`config.mk`:
```
export PLATFORM = sky130hd
export DESIGN_NAME = load_store_unit
export DESIGN_NICKNAME = d
export VERILOG_FILES = /design/src/rtl/load_store_unit.sv
export SDC_FILE = /design/constraint.sdc
export NUM_CORES = 1
export LEC_CHECK = 0
export BUFFER_PORTS_ARGS = -buffer_cell sky130_fd_sc_hd__buf_2
export CORE_MARGIN = 8
export CORE_UTILIZATION = 50
export CTS_CLUSTER_SIZE = 16
export DETAILED_ROUTE_END_ITERATION = 7
export GPL_ROUTABILITY_DRIVEN = 0
export GPL_TIMING_DRIVEN = 0
export PLACE_DENSITY = 0.9
export RECOVER_POWER = 50
export SYNTH_ARGS = -nofsm -noshare
export SYNTH_HDL_FRONTEND = slang
export SYNTH_SLANG_ARGS = --single-unit
```
`constraint.sdc`:
```
create_clock -name clk -period 3.2 [get_ports clk]
set_input_delay 0.64 -clock clk [delete_from_list [all_inputs] [get_ports clk]]
set_output_delay 0.64 -clock clk [all_outputs]
set_load 0.03 [all_outputs]
```
`src/rtl/load_store_unit.sv`:
```
// Load/store stage between EX/MEM and a data memory with one-cycle registered reads.
// Define LSU_MISALIGN_TRAP_EN to report misaligned or reserved-size accesses instead of force-aligning them.
module load_store_unit #(
    parameter int ADDR_W = 32,
    parameter int DATA_W = 32
) (
    input  logic              clk,
    input  logic              reset,
    input  logic              req_valid,
    output logic              req_ready,
    input  logic              req_we,
    input  logic [1:0]        req_size,
    input  logic              req_signed,
    input  logic [ADDR_W-1:0] req_addr,
    input  logic [DATA_W-1:0] req_wdata,
    output logic [31:0]       mem_addr,
    output logic [1:0]        mem_size,
    output logic              mem_we,
    output logic [3:0]        mem_wstrb,
    output logic [DATA_W-1:0] mem_wdata,
    input  logic [DATA_W-1:0] mem_rdata,
    output logic              rsp_valid,
    input  logic              rsp_ready,
    output logic [DATA_W-1:0] rsp_data,
    output logic              rsp_err
);

    typedef enum logic [1:0] {
        IDLE,
        CAPTURE,
        RESP
    } state_t;

    state_t      state_q, state_d;
    logic [1:0]  addr_lo_q, addr_lo_d;
    logic [1:0]  size_q, size_d;
    logic        signed_q, signed_d;
    logic [31:0] mem_addr_q, mem_addr_d;
    logic [31:0] rsp_data_q, rsp_data_d;
    logic        rsp_err_q, rsp_err_d;

    logic [31:0] req_word;
    logic        req_err;
    logic [1:0]  eff_size;
    logic [1:0]  eff_lo;
    logic [3:0]  store_strb;
    logic [31:0] store_wdata;
    logic [1:0]  load_size;
    logic [7:0]  byte_sel;
    logic [15:0] half_sel;
    logic [31:0] load_data;

    assign req_word = 32'(req_addr >> 2);

    // Classify the incoming request: error detection and the effective size / low address bits.
    always_comb begin
        req_err  = 1'b0;
        eff_size = req_size;
        eff_lo   = req_addr[1:0];
`ifdef LSU_MISALIGN_TRAP_EN
        req_err = (req_size == 2'b11) ||
                  ((req_size == 2'b01) && req_addr[0]) ||
                  ((req_size == 2'b10) && (req_addr[1:0] != 2'b00));
`else
        if (req_size == 2'b11) begin
            eff_size = 2'b10;
        end
        case (eff_size)
            2'b01:   eff_lo = {req_addr[1], 1'b0};
            2'b10:   eff_lo = 2'b00;
            default: eff_lo = req_addr[1:0];
        endcase
`endif
    end

    always_comb begin
        store_strb  = 4'b1111;
        store_wdata = 32'(req_wdata);
        case (eff_size)
            2'b00: begin
                store_strb  = 4'b0001 << eff_lo;
                store_wdata = {4{req_wdata[7:0]}};
            end
            2'b01: begin
                store_strb  = 4'b0011 << eff_lo;
                store_wdata = {2{req_wdata[15:0]}};
            end
            default: begin
                store_strb  = 4'b1111;
                store_wdata = 32'(req_wdata);
            end
        endcase
    end

    // Lane extraction for the word returned by memory during CAPTURE.
    always_comb begin
        load_size = (size_q == 2'b11) ? 2'b10 : size_q;
        case (addr_lo_q)
            2'b00:   byte_sel = mem_rdata[7:0];
            2'b01:   byte_sel = mem_rdata[15:8];
            2'b10:   byte_sel = mem_rdata[23:16];
            default: byte_sel = mem_rdata[31:24];
        endcase
        half_sel = addr_lo_q[1] ? mem_rdata[31:16] : mem_rdata[15:0];
        case (load_size)
            2'b00:   load_data = {{24{signed_q & byte_sel[7]}}, byte_sel};
            2'b01:   load_data = {{16{signed_q & half_sel[15]}}, half_sel};
            default: load_data = 32'(mem_rdata);
        endcase
    end

    always_comb begin
        state_d    = state_q;
        addr_lo_d  = addr_lo_q;
        size_d     = size_q;
        signed_d   = signed_q;
        mem_addr_d = mem_addr_q;
        rsp_data_d = rsp_data_q;
        rsp_err_d  = rsp_err_q;
        req_ready  = 1'b0;
        rsp_valid  = 1'b0;
        mem_we     = 1'b0;
        mem_wstrb  = 4'b0000;
        mem_wdata  = '0;
        mem_addr   = mem_addr_q;
        mem_size   = size_q;
        case (state_q)
            IDLE: begin
                req_ready = 1'b1;
                mem_addr  = req_word;
                mem_size  = req_size;
                if (req_valid) begin
                    mem_addr_d = req_word;
                    size_d     = req_size;
                    addr_lo_d  = eff_lo;
                    signed_d   = req_signed;
                    rsp_data_d = '0;
                    rsp_err_d  = 1'b0;
                    if (req_err) begin
                        rsp_err_d = 1'b1;
                        state_d   = RESP;
                    end else if (req_we) begin
                        mem_we    = 1'b1;
                        mem_wstrb = store_strb;
                        mem_wdata = DATA_W'(store_wdata);
                        state_d   = RESP;
                    end else begin
                        state_d = CAPTURE;
                    end
                end
            end
            CAPTURE: begin
                rsp_data_d = load_data;
                state_d    = RESP;
            end
            RESP: begin
                rsp_valid = 1'b1;
                if (rsp_ready) begin
                    state_d = IDLE;
                end
            end
            default: state_d = IDLE;
        endcase
    end

    always_ff @(posedge clk) begin
        if (reset) begin
            state_q    <= IDLE;
            addr_lo_q  <= 2'b00;
            size_q     <= 2'b00;
            signed_q   <= 1'b0;
            mem_addr_q <= '0;
            rsp_data_q <= '0;
            rsp_err_q  <= 1'b0;
        end else begin
            state_q    <= state_d;
            addr_lo_q  <= addr_lo_d;
            size_q     <= size_d;
            signed_q   <= signed_d;
            mem_addr_q <= mem_addr_d;
            rsp_data_q <= rsp_data_d;
            rsp_err_q  <= rsp_err_d;
        end
    end

    assign rsp_data = DATA_W'(rsp_data_q);
    assign rsp_err  = rsp_err_q;

endmodule

```
==> results of run 1 <==
## registers in the layout, summed over array words and instances (netlist names)
name	cells
rsp_data	32
mem_addr_q	30
addr_lo_q	2
size_q	2
state_q	2
signed_q	1
## where the power goes
| part | total (uW) | internal, uW | switching (uW) |
|---|---|---|---|
| clock network | 898 | 562 | 336 |
| registers | 913 | 893 | 19.6 |
| logic | 673 | 239 | 434 |
| total | 2480 | 1690 | 790 |
## worst min-delay path: cells and delay by family (launching register included)
family | cells | cell delay, ns
flops | 1 | 0.31
compound gates | 1 | 0.05
simple gates | 1 | 0.05
## kinds of logic (layout without fill, tap and decap cells)
group	after synthesis	after routing	synth area share
AOI/OAI and AO/OA	147	147	0.213
and+or+nand+nor	202	202	0.227
other	1	3	0.000916
buffers and inverters	57	278	0.0703
DFF	69	69	0.337
muxes	57	57	0.152
## per-layer routing
layer  wire, um  vias up
met1       5740     2166
met3       1540       37
met5          0        -
met4        368        0
met2       7110      266
li1           -     2277
## synthesized netlist by cell type (6+ instances only)
| cell | n |
|---|---|
| a311oi_1 | 6 |
| nor3_1 | 7 |
| mux2i_1 | 17 |
| o21ai_0 | 31 |
| mux2_2 | 40 |
| o31ai_1 | 6 |
| and3_1 | 8 |
| o21a_1 | 6 |
| inv_1 | 8 |
| nor2_1 | 39 |
| o21ai_2 | 10 |
| buf_2 | 13 |
| a21oi_1 | 75 |
| clkbuf_1 | 26 |
| dfxtp_1 | 69 |
| nand2_1 | 120 |
## cell type report
cell class	instances	area [um^2]
buffer	48	243
inverter	9	33.8
fill	745	2630
sequential	69	1380
clock buffer	11	151
tap	105	131
timing repair buffer	205	985
clock inverter	5	106
multi-input combinational	409	2430
## how the worst min path moves through the flow
stage,startpoint,to,slack (ns),cells past startpoint
2_1_floorplan,mem_addr_q[0]$_SDFFE_PP0P_,mem_addr_q[0]$_SDFFE_PP0P_,0.43,2
3_3_place_gp,rsp_data[20]$_SDFFE_PP0P_,rsp_data[20]$_SDFFE_PP0P_,0.43,2
3_5_place_dp,rsp_data[2]$_SDFFE_PP0P_,rsp_data[2]$_SDFFE_PP0P_,0.44,2
4_1_cts,rsp_data[2]$_SDFFE_PP0P_,rsp_data[2]$_SDFFE_PP0P_,0.45,2
5_1_grt,rsp_data[29]$_SDFFE_PP0P_,rsp_data[29]$_SDFFE_PP0P_,0.47,2
6_report,rsp_data[1]$_SDFFE_PP0P_,rsp_data[1]$_SDFFE_PP0P_,0.46,2
## stage by stage
step / area (um^2) / worst slack, ns
after floorplan: 4100 / 0.618
final: 5460 / 0.342
after global placement: 5260 / 0.513
after detailed placement: 5260 / 0.506
after CTS: 5520 / 0.467
after global routing: 5460 / 0.219
==> flow_summary.ini, run 1 <==
[setup_path]
cp.depth = 5
rr_startpoint = state_q[1]$_SDFFE_PP0P_
cp-startpoint = state_q[1]$_SDFFE_PP0P_
regToRegSetupSlack_ns = 1.25
crit_path_max_incr_delay_ns = 0.48
crit_type = reg -> out
path_cells = clkbuf_1 -> nor2_1 -> buf_2 -> mux2_2 -> buf_2
rr_worst_depth = 6
critPathCapture = mem_addr[19]
cp.arrival_ns = 2.22
reg2reg_to = mem_addr_q[11]$_SDFFE_PP0P_
critical_path_required_ns = 2.56
startpoint_type = register
endpoint_kind = output port
cp_slowest_cell = nor2_1
cpMostUsedCell = buf_2
critPathBufInv = 3
cp_top_family = buffers and inverters
critical_path.max_fanout = 10

[route]
dr.first_iter.drc_count = 256
first_pass_iters = 5
drtAntennaViolNets = 0
drc = 0
wire_per_inst_um = 17.1
via_count = 4746
drt_wl_total_um = 14800
vias_per_cell = 5.51

[global_route]
grt_pass1_vias = 4800
grtUsageMet3 = 0.0865
met2_usage = 0.422
grt-busiest-layer = met2
grt_pass1_wl_um = 23500
grt_use_total = 0.252
grt_use_met1 = 0.294
grt_max_degree = 13
grt.overflow.total = 0
grt_antenna_before_repair = 0

[placed_design]
io_buffers = 205
post-place-cells = 845
dp_hpwl_um = 11700

[timing]
slew_headroom = 0.586
finalSetupViolations = 0
rsz0062_at_grt = false
fin_tns_setup_ns = 0
hold_viol = 0
holdWs_ns = 0.456
fmax_mhz = 350
period_minus_slack_ns = 2.86
finClkSkew_ns = 0.0110
finalCritPeriodShare = 0.893
worstMarginPinSlew_ns = 0.618
finalMaxSlewViolations = 0

[final_layout]
drive_above_1_share = 0.349
instances_no_fill = 861
antenna_cells = 0
nNetsFinal = 855
finish.utilization = 0.675
area_growth_syn_to_layout_pct = 33.3
mostFrequentLayoutCell = buf_2
layout_common_cells = buf_2 (182), nand2_1 (120), a21oi_1 (75), dfxtp_1 (69), clkbuf_1 (63)

[logic_synthesis]
syn_area_um2 = 4100
avgSynthCellArea_um2 = 7.68
ys_ff_latch = 69
synth_cells = 533
yosysSeqAreaShare = 0.337
ys_types = 48
synth_edf_count = 0
netlist_top_cells_area = dfxtp_1 (34%), mux2_2 (11%), nand2_1 (11%)
yosys_warnings = 0
synth-async-reset-ratio = 0
synth_area_leader_cell = dfxtp_1
yosysTopAreaCellShare = 0.337
synth_flop_cell = dfxtp_1

[floorplan]
die_h_um = 107
row_count = 33
io_pins = 210
die_w_um = 107
initial_core_util = 0.506
dieArea_um2 = 11300
core-area_um2 = 8090

[power]
power_uw = 2480
max-vdd-ir-drop_v = 0.000346
power_per_cell_area_nw_per_um2 = 455
power_leakage_uw = 0.00246

[clock_network]
cts_hold_buffers = 0
cts-root-buf = clkbuf_8
cts.sink_count = 69
post_cts_buffers = 0
htreeDepth = 3
tritoncts = built
clock_latency_ns = 0.35
cts_buffer_depth = 2
numCtsBuffers = 9
cts_resized = 0
cts.clk_slew.worst_paths_ns = 0.08

[run_status]
run_status = finished, final reports clean

[flow_run]
maxCapViolations = 0

[worst_hold_path]
hp-class = reg -> reg
No activity file was read; power rests on OpenSTA's default activity.
==> run 2: changes to the inputs <==
--- a/config.mk
+++ b/config.mk
@@ -12,8 +12,10 @@
 export DETAILED_ROUTE_END_ITERATION = 7
 export GPL_ROUTABILITY_DRIVEN = 0
 export GPL_TIMING_DRIVEN = 0
+export MAX_ROUTING_LAYER = met4
 export PLACE_DENSITY = 0.9
 export RECOVER_POWER = 50
+export REMOVE_ABC_BUFFERS = 1
 export SYNTH_ARGS = -nofsm -noshare
 export SYNTH_HDL_FRONTEND = slang
 export SYNTH_SLANG_ARGS = --single-unit
==> run 2 against run 1 <==
Against the previous run: the flow now finishes with violations (max-capacitance violations, max-slew violations); hold slack better by 0.0027 ns; setup slack lost 0.040 ns; maximum frequency is 1.4% lower; via count shrank 4.1%; non-clock buffer count fell by 40; combinational power shrank 4.9%; critical path type is now in -> out.
==> flow_summary.ini, run 2 (synthesis gave the netlist of run 1 again) <==
[floorplan]
initial_core_util = 0.506
io_pins = 210
core-area_um2 = 8090
dieArea_um2 = 11300
row_count = 33
die_h_um = 107
die_w_um = 107

[global_route]
grt_max_degree = 43
grt-busiest-layer = met2
grt_pass1_wl_um = 21600
grt_use_total = 0.237
grt.overflow.total = 0
met2_usage = 0.387
grt_pass1_vias = 4575
grtUsageMet3 = 0.0768
grt_use_met1 = 0.265
grt_antenna_before_repair = 0

[route]
dr.first_iter.drc_count = 387
drc = 0
drtAntennaViolNets = 0
drt_wl_total_um = 13800
first_pass_iters = 5
wire_per_inst_um = 16.8
vias_per_cell = 5.55
via_count = 4553

[run_status]
run_status = finished with violations
violations = max-capacitance violations, max-slew violations

[setup_path]
rr_worst_depth = 4
reg2reg_to = mem_addr_q[23]$_SDFFE_PP0P_
crit_path_max_incr_delay_ns = 0.35
regToRegSetupSlack_ns = 0.48
endpoint_kind = output port
critPathCapture = mem_wdata[21]
critPathBufInv = 5
cp_top_family = buffers and inverters
startpoint_type = input port
path_cells = buf_2 -> inv_1 -> nor3_4 -> buf_12 -> buf_16 -> nand2_2 -> nor2_1 -> clkbuf_1
cp.depth = 8
crit_type = in -> out
critical_path_required_ns = 2.56
rr_startpoint = state_q[1]$_SDFFE_PP0P_
cp_slowest_cell = clkbuf_1
critical_path.max_fanout = 30
cp.arrival_ns = 2.26
cp-startpoint = req_valid

[timing]
fin_tns_setup_ns = 0
finClkSkew_ns = 0.0100
hold_viol = 0
rsz0062_at_grt = false
fmax_mhz = 345
period_minus_slack_ns = 2.90
holdWs_ns = 0.458
finalSetupViolations = 0
finalCritPeriodShare = 0.906
worstMarginPinSlew_ns = 1.86
slew_headroom = -0.241
finalMaxSlewViolations = 43

[power]
net-switching-power_uw = 799
power_leakage_uw = 0.00226
p_seq_frac = 0.419
max-vdd-ir-drop_v = 0.000270
power_per_cell_area_nw_per_um2 = 427
power_uw = 2220
clkPwrFrac = 0.292
combPwrFrac = 0.288
switching_share = 0.360
internal_power_uw = 1420

[clock_network]
cts_hold_buffers = 0
htreeDepth = 3
cts-root-buf = clkbuf_8
cts.clk_slew.worst_paths_ns = 0.08
tritoncts = built
cts.sink_count = 69
clock_latency_ns = 0.34
cts_buffer_depth = 2
numCtsBuffers = 9

[flow_run]
maxCapViolations = 1

[final_layout]
final_cell_area_um2 = 5190
nFillCells = 725
nNetsFinal = 815
drive_above_1_share = 0.318
mostFrequentLayoutCell = buf_2
layout_common_cells = buf_2 (153), nand2_1 (119), a21oi_1 (75), dfxtp_1 (68), clkbuf_1 (53)
multi_input_area_um2 = 2410
largest_reg_flops = 32
antenna_cells = 0
instances_no_fill = 821
register_area_um2 = 1380
area_growth_syn_to_layout_pct = 26.9

[worst_hold_path]
hp-start = rsp_data[2]$_SDFFE_PP0P_
hp-class = reg -> reg

[placed_design]
post-place-cells = 800
dp_hpwl_um = 10400
io_buffers = 206
placed_area_um2 = 5070
==> run 2: cell count changes in the layout (fill, tap and decap cells not counted), sizes merged <==
cell    before  now
clkbuf      74   62
buf        190  160
bufinv       3    0
inv          8   11
clkinv       2    4
==> run 2: layer usage <==
metal / vias to the layer above / part of all wire
li1: 2199 / -
met1: 2100 / 0.40
met2: 230 / 0.48
met3: 24 / 0.10
met4: 0 / 0.020
met5: - / 0
==> run 2: area by class of cell <==
class,count,share of cell area
multi-input combinational,409,0.464
sequential,69,0.266
tap,105,0.0253
inverter,9,0.00650
clock buffer,9,0.0238
clock inverter,7,0.0108
timing repair buffer,213,0.204
==> run 2: how the worst min path moves through the flow <==
| stage | to | cells past startpoint |
|---|---|---|
| 6_report | rsp_data[2]$_SDFFE_PP0P_ | 2 |
| 5_1_grt | mem_addr_q[18]$_SDFFE_PP0P_ | 2 |
| 4_1_cts | rsp_data[14]$_SDFFE_PP0P_ | 2 |
| 3_5_place_dp | rsp_data[16]$_SDFFE_PP0P_ | 2 |
| 3_3_place_gp | rsp_data[1]$_SDFFE_PP0P_ | 2 |
| 2_1_floorplan | mem_addr_q[0]$_SDFFE_PP0P_ | 2 |
==> run 2: power by group through the flow <==
stage	sequential, uW	clock [uW]	combinational (uW)
detailed placement	949	0	634
finish	930	649	640
global placement	944	0	606
global route	935	709	688
floorplan	949	0	386
CTS	929	671	636
==> run 2: per-stage QoR <==
stage          utilization  setup slack, ns
6_report             0.642            0.302
3_5_place_dp         0.626           -0.213
4_1_cts              0.649           0.0347
2_1_floorplan            -            -1.03
3_3_place_gp         0.619            -1.81
5_1_grt              0.642            0.163
==> run 2: what timing repair did <==
item,in CTS,in global routing
resized for setup,1,1
setup buffers,0,5
pin swaps,1,1
setup endpoints to repair,28,13
==> run 2: worst reg2reg max path: cells and delay by family (launching register included) <==
family	cells	cell delay (ns)
and+or+nand+nor	3	2.03
DFF	1	0.40
AOI/OAI and AO/OA	1	0.09
==> run 3: changes to the inputs <==
--- a/config.mk
+++ b/config.mk
@@ -13,7 +13,7 @@
 export GPL_ROUTABILITY_DRIVEN = 0
 export GPL_TIMING_DRIVEN = 0
 export MAX_ROUTING_LAYER = met4
-export PLACE_DENSITY = 0.9
+export PLACE_DENSITY = 0.94
 export RECOVER_POWER = 50
 export REMOVE_ABC_BUFFERS = 1
 export SYNTH_ARGS = -nofsm -noshare
==> run 3 against run 2 <==
Against the previous run: the run still ends with max-capacitance violations, max-slew violations left; global-route usage increased by 0.17 points; sequential share of layout area decreased by 0.096 points; clock skew about the same; critical path depth decreased by 3; combinational power decreased by 0.6%; register-to-register slack got worse by 0.06 ns; via count increased by 1.1%; non-clock buffer count decreased by 1; critical endpoint is now mem_wdata[8]; largest cell class unchanged; clock-buffer cell count increased by 2; clock power increased by 19%.
==> flow_summary.ini, run 3 (synthesis gave the netlist of run 1 again) <==
[run_status]
run_status = finished with violations
violations = max-capacitance violations, max-slew violations

[worst_hold_path]
hp-class = reg -> reg

[setup_path]
path_cells = buf_2 -> nor2_1 -> nand2_1 -> a21oi_1 -> buf_2
crit_path_max_incr_delay_ns = 0.68
critical_path_required_ns = 2.56
cp.arrival_ns = 2.19
cp_slowest_cell = nor2_1
crit_type = in -> out
critical_path.max_fanout = 38
cpMostUsedCell = buf_2
endpoint_kind = output port
startpoint_type = input port

[final_layout]
nNetsFinal = 815
drive_above_1_share = 0.320
layout_common_cells = buf_2 (154), nand2_1 (119), a21oi_1 (75), dfxtp_1 (68), clkbuf_1 (53)
mostFrequentLayoutCell = buf_2
largest_reg_flops = 32
instances_no_fill = 822
final_cell_area_um2 = 5210
area_growth_syn_to_layout_pct = 27.3

[placed_design]
io_buffers = 206
placed_area_um2 = 5050
dp_hpwl_um = 10300
post-place-cells = 800

[clock_network]
cts-root-buf = clkbuf_8
cts.sink_count = 69
tritoncts = built
cts_buffer_depth = 2
cts.clk_slew.worst_paths_ns = 0.07
cts_hold_buffers = 0
htreeDepth = 3
numCtsBuffers = 9
clock_latency_ns = 0.33

[power]
power_per_cell_area_nw_per_um2 = 449
net-switching-power_uw = 760
power_leakage_uw = 0.00227
clkPwrFrac = 0.330
max-vdd-ir-drop_v = 0.000255
internal_power_uw = 1580
switching_share = 0.325
combPwrFrac = 0.272
p_seq_frac = 0.398

[timing]
slew_headroom = -0.216
fmax_mhz = 353
rsz0062_at_grt = false
finalCritPeriodShare = 0.885
finClkSkew_ns = 0.00958
fin_tns_setup_ns = 0
period_minus_slack_ns = 2.83
finalSetupViolations = 0
finalMaxSlewViolations = 43
hold_viol = 0
worstMarginPinSlew_ns = 1.82

[global_route]
grt_pass1_wl_um = 21600
grt_max_degree = 43
grt_antenna_before_repair = 2
grt_pass1_vias = 4553
grt.overflow.total = 0
grt_use_total = 0.239

[floorplan]
io_pins = 210
initial_core_util = 0.506
dieArea_um2 = 11300
row_count = 33
die_h_um = 107
core-area_um2 = 8090
die_w_um = 107

[route]
vias_per_cell = 5.60
dr.first_iter.drc_count = 254
first_pass_iters = 5
via_count = 4603
wire_per_inst_um = 16.8
drt_wl_total_um = 13800
drc = 0
drtAntennaViolNets = 0

[flow_run]
maxCapViolations = 1
## run 3: through the flow
stage / power, uW / setup WS [ns] / hold WS [ns] / utilization
2_1_floorplan: 1340 / -1.03 / 0.428 / -
3_3_place_gp: 1550 / -1.91 / 0.427 / 0.619
3_5_place_dp: 1580 / -0.463 / 0.434 / 0.625
4_1_cts: 2360 / 0.0784 / 0.451 / 0.653
5_1_grt: 2450 / 0.138 / 0.474 / 0.644
6_report: 2340 / 0.370 / 0.456 / 0.644
## run 3: area by class of cell
type / instances / area (um^2)
inverters: 9 / 33.8
diodes: 2 / 5.00
flip-flops and latches: 69 / 1380
multi-input cells: 410 / 2420
clock inverters: 4 / 72.6
well taps: 105 / 131
clock buffers: 11 / 141
fillers: 738 / 2880
repair buffers: 212 / 1030
## run 3: layer usage
layer / wire length, um / global-route usage / vias to the layer above
met2: 6730 / 0.392 / 248
met5: 0 / - / -
met4: 299 / 0.0965 / 0
met1: 5540 / 0.268 / 2123
met3: 1210 / 0.0665 / 32
li1: - / - / 2200
## run 3: critical path: cells and delay by family
kind / cells / cell delay [ns]
buffers and inverters: 2 / 0.56
AOI/OAI and AO/OA: 1 / 0.18
and+or+nand+nor: 2 / 0.79
## run 3: power groups by stage
| stage | Combinational [uW] | Sequential [uW] | Clock (uW) |
|---|---|---|---|
| after floorplan | 386 | 949 | 0 |
| after detailed placement | 632 | 948 | 0 |
| final | 636 | 930 | 773 |
| after CTS | 637 | 929 | 790 |
| after global placement | 607 | 943 | 0 |
| after global routing | 682 | 935 | 830 |
## run 3: worst paths after layout
kind / startpoint / endpoint / slack (ns) / cells after the start
min reg2reg: mem_addr_q[20]$_SDFFE_PP0P_ / mem_addr_q[20]$_SDFFE_PP0P_ / 0.46 / 2
max reg2reg: state_q[1]$_SDFFE_PP0P_ / mem_addr_q[9]$_SDFFE_PP0P_ / 0.42 / 4
min: mem_addr_q[20]$_SDFFE_PP0P_ / mem_addr_q[20]$_SDFFE_PP0P_ / 0.46 / 2
max: req_size[1] / mem_wdata[8] / 0.37 / 5
## run 3: what timing repair did
| action | 4_1_cts | 5_1_grt |
|---|---|---|
| resized for setup | 1 | 1 |
| buffers inserted | 0 | 4 |
| pin swaps | 1 | 1 |
| gates cloned | 1 | 0 |
| endpoints found under the setup margin | 29 | 9 |
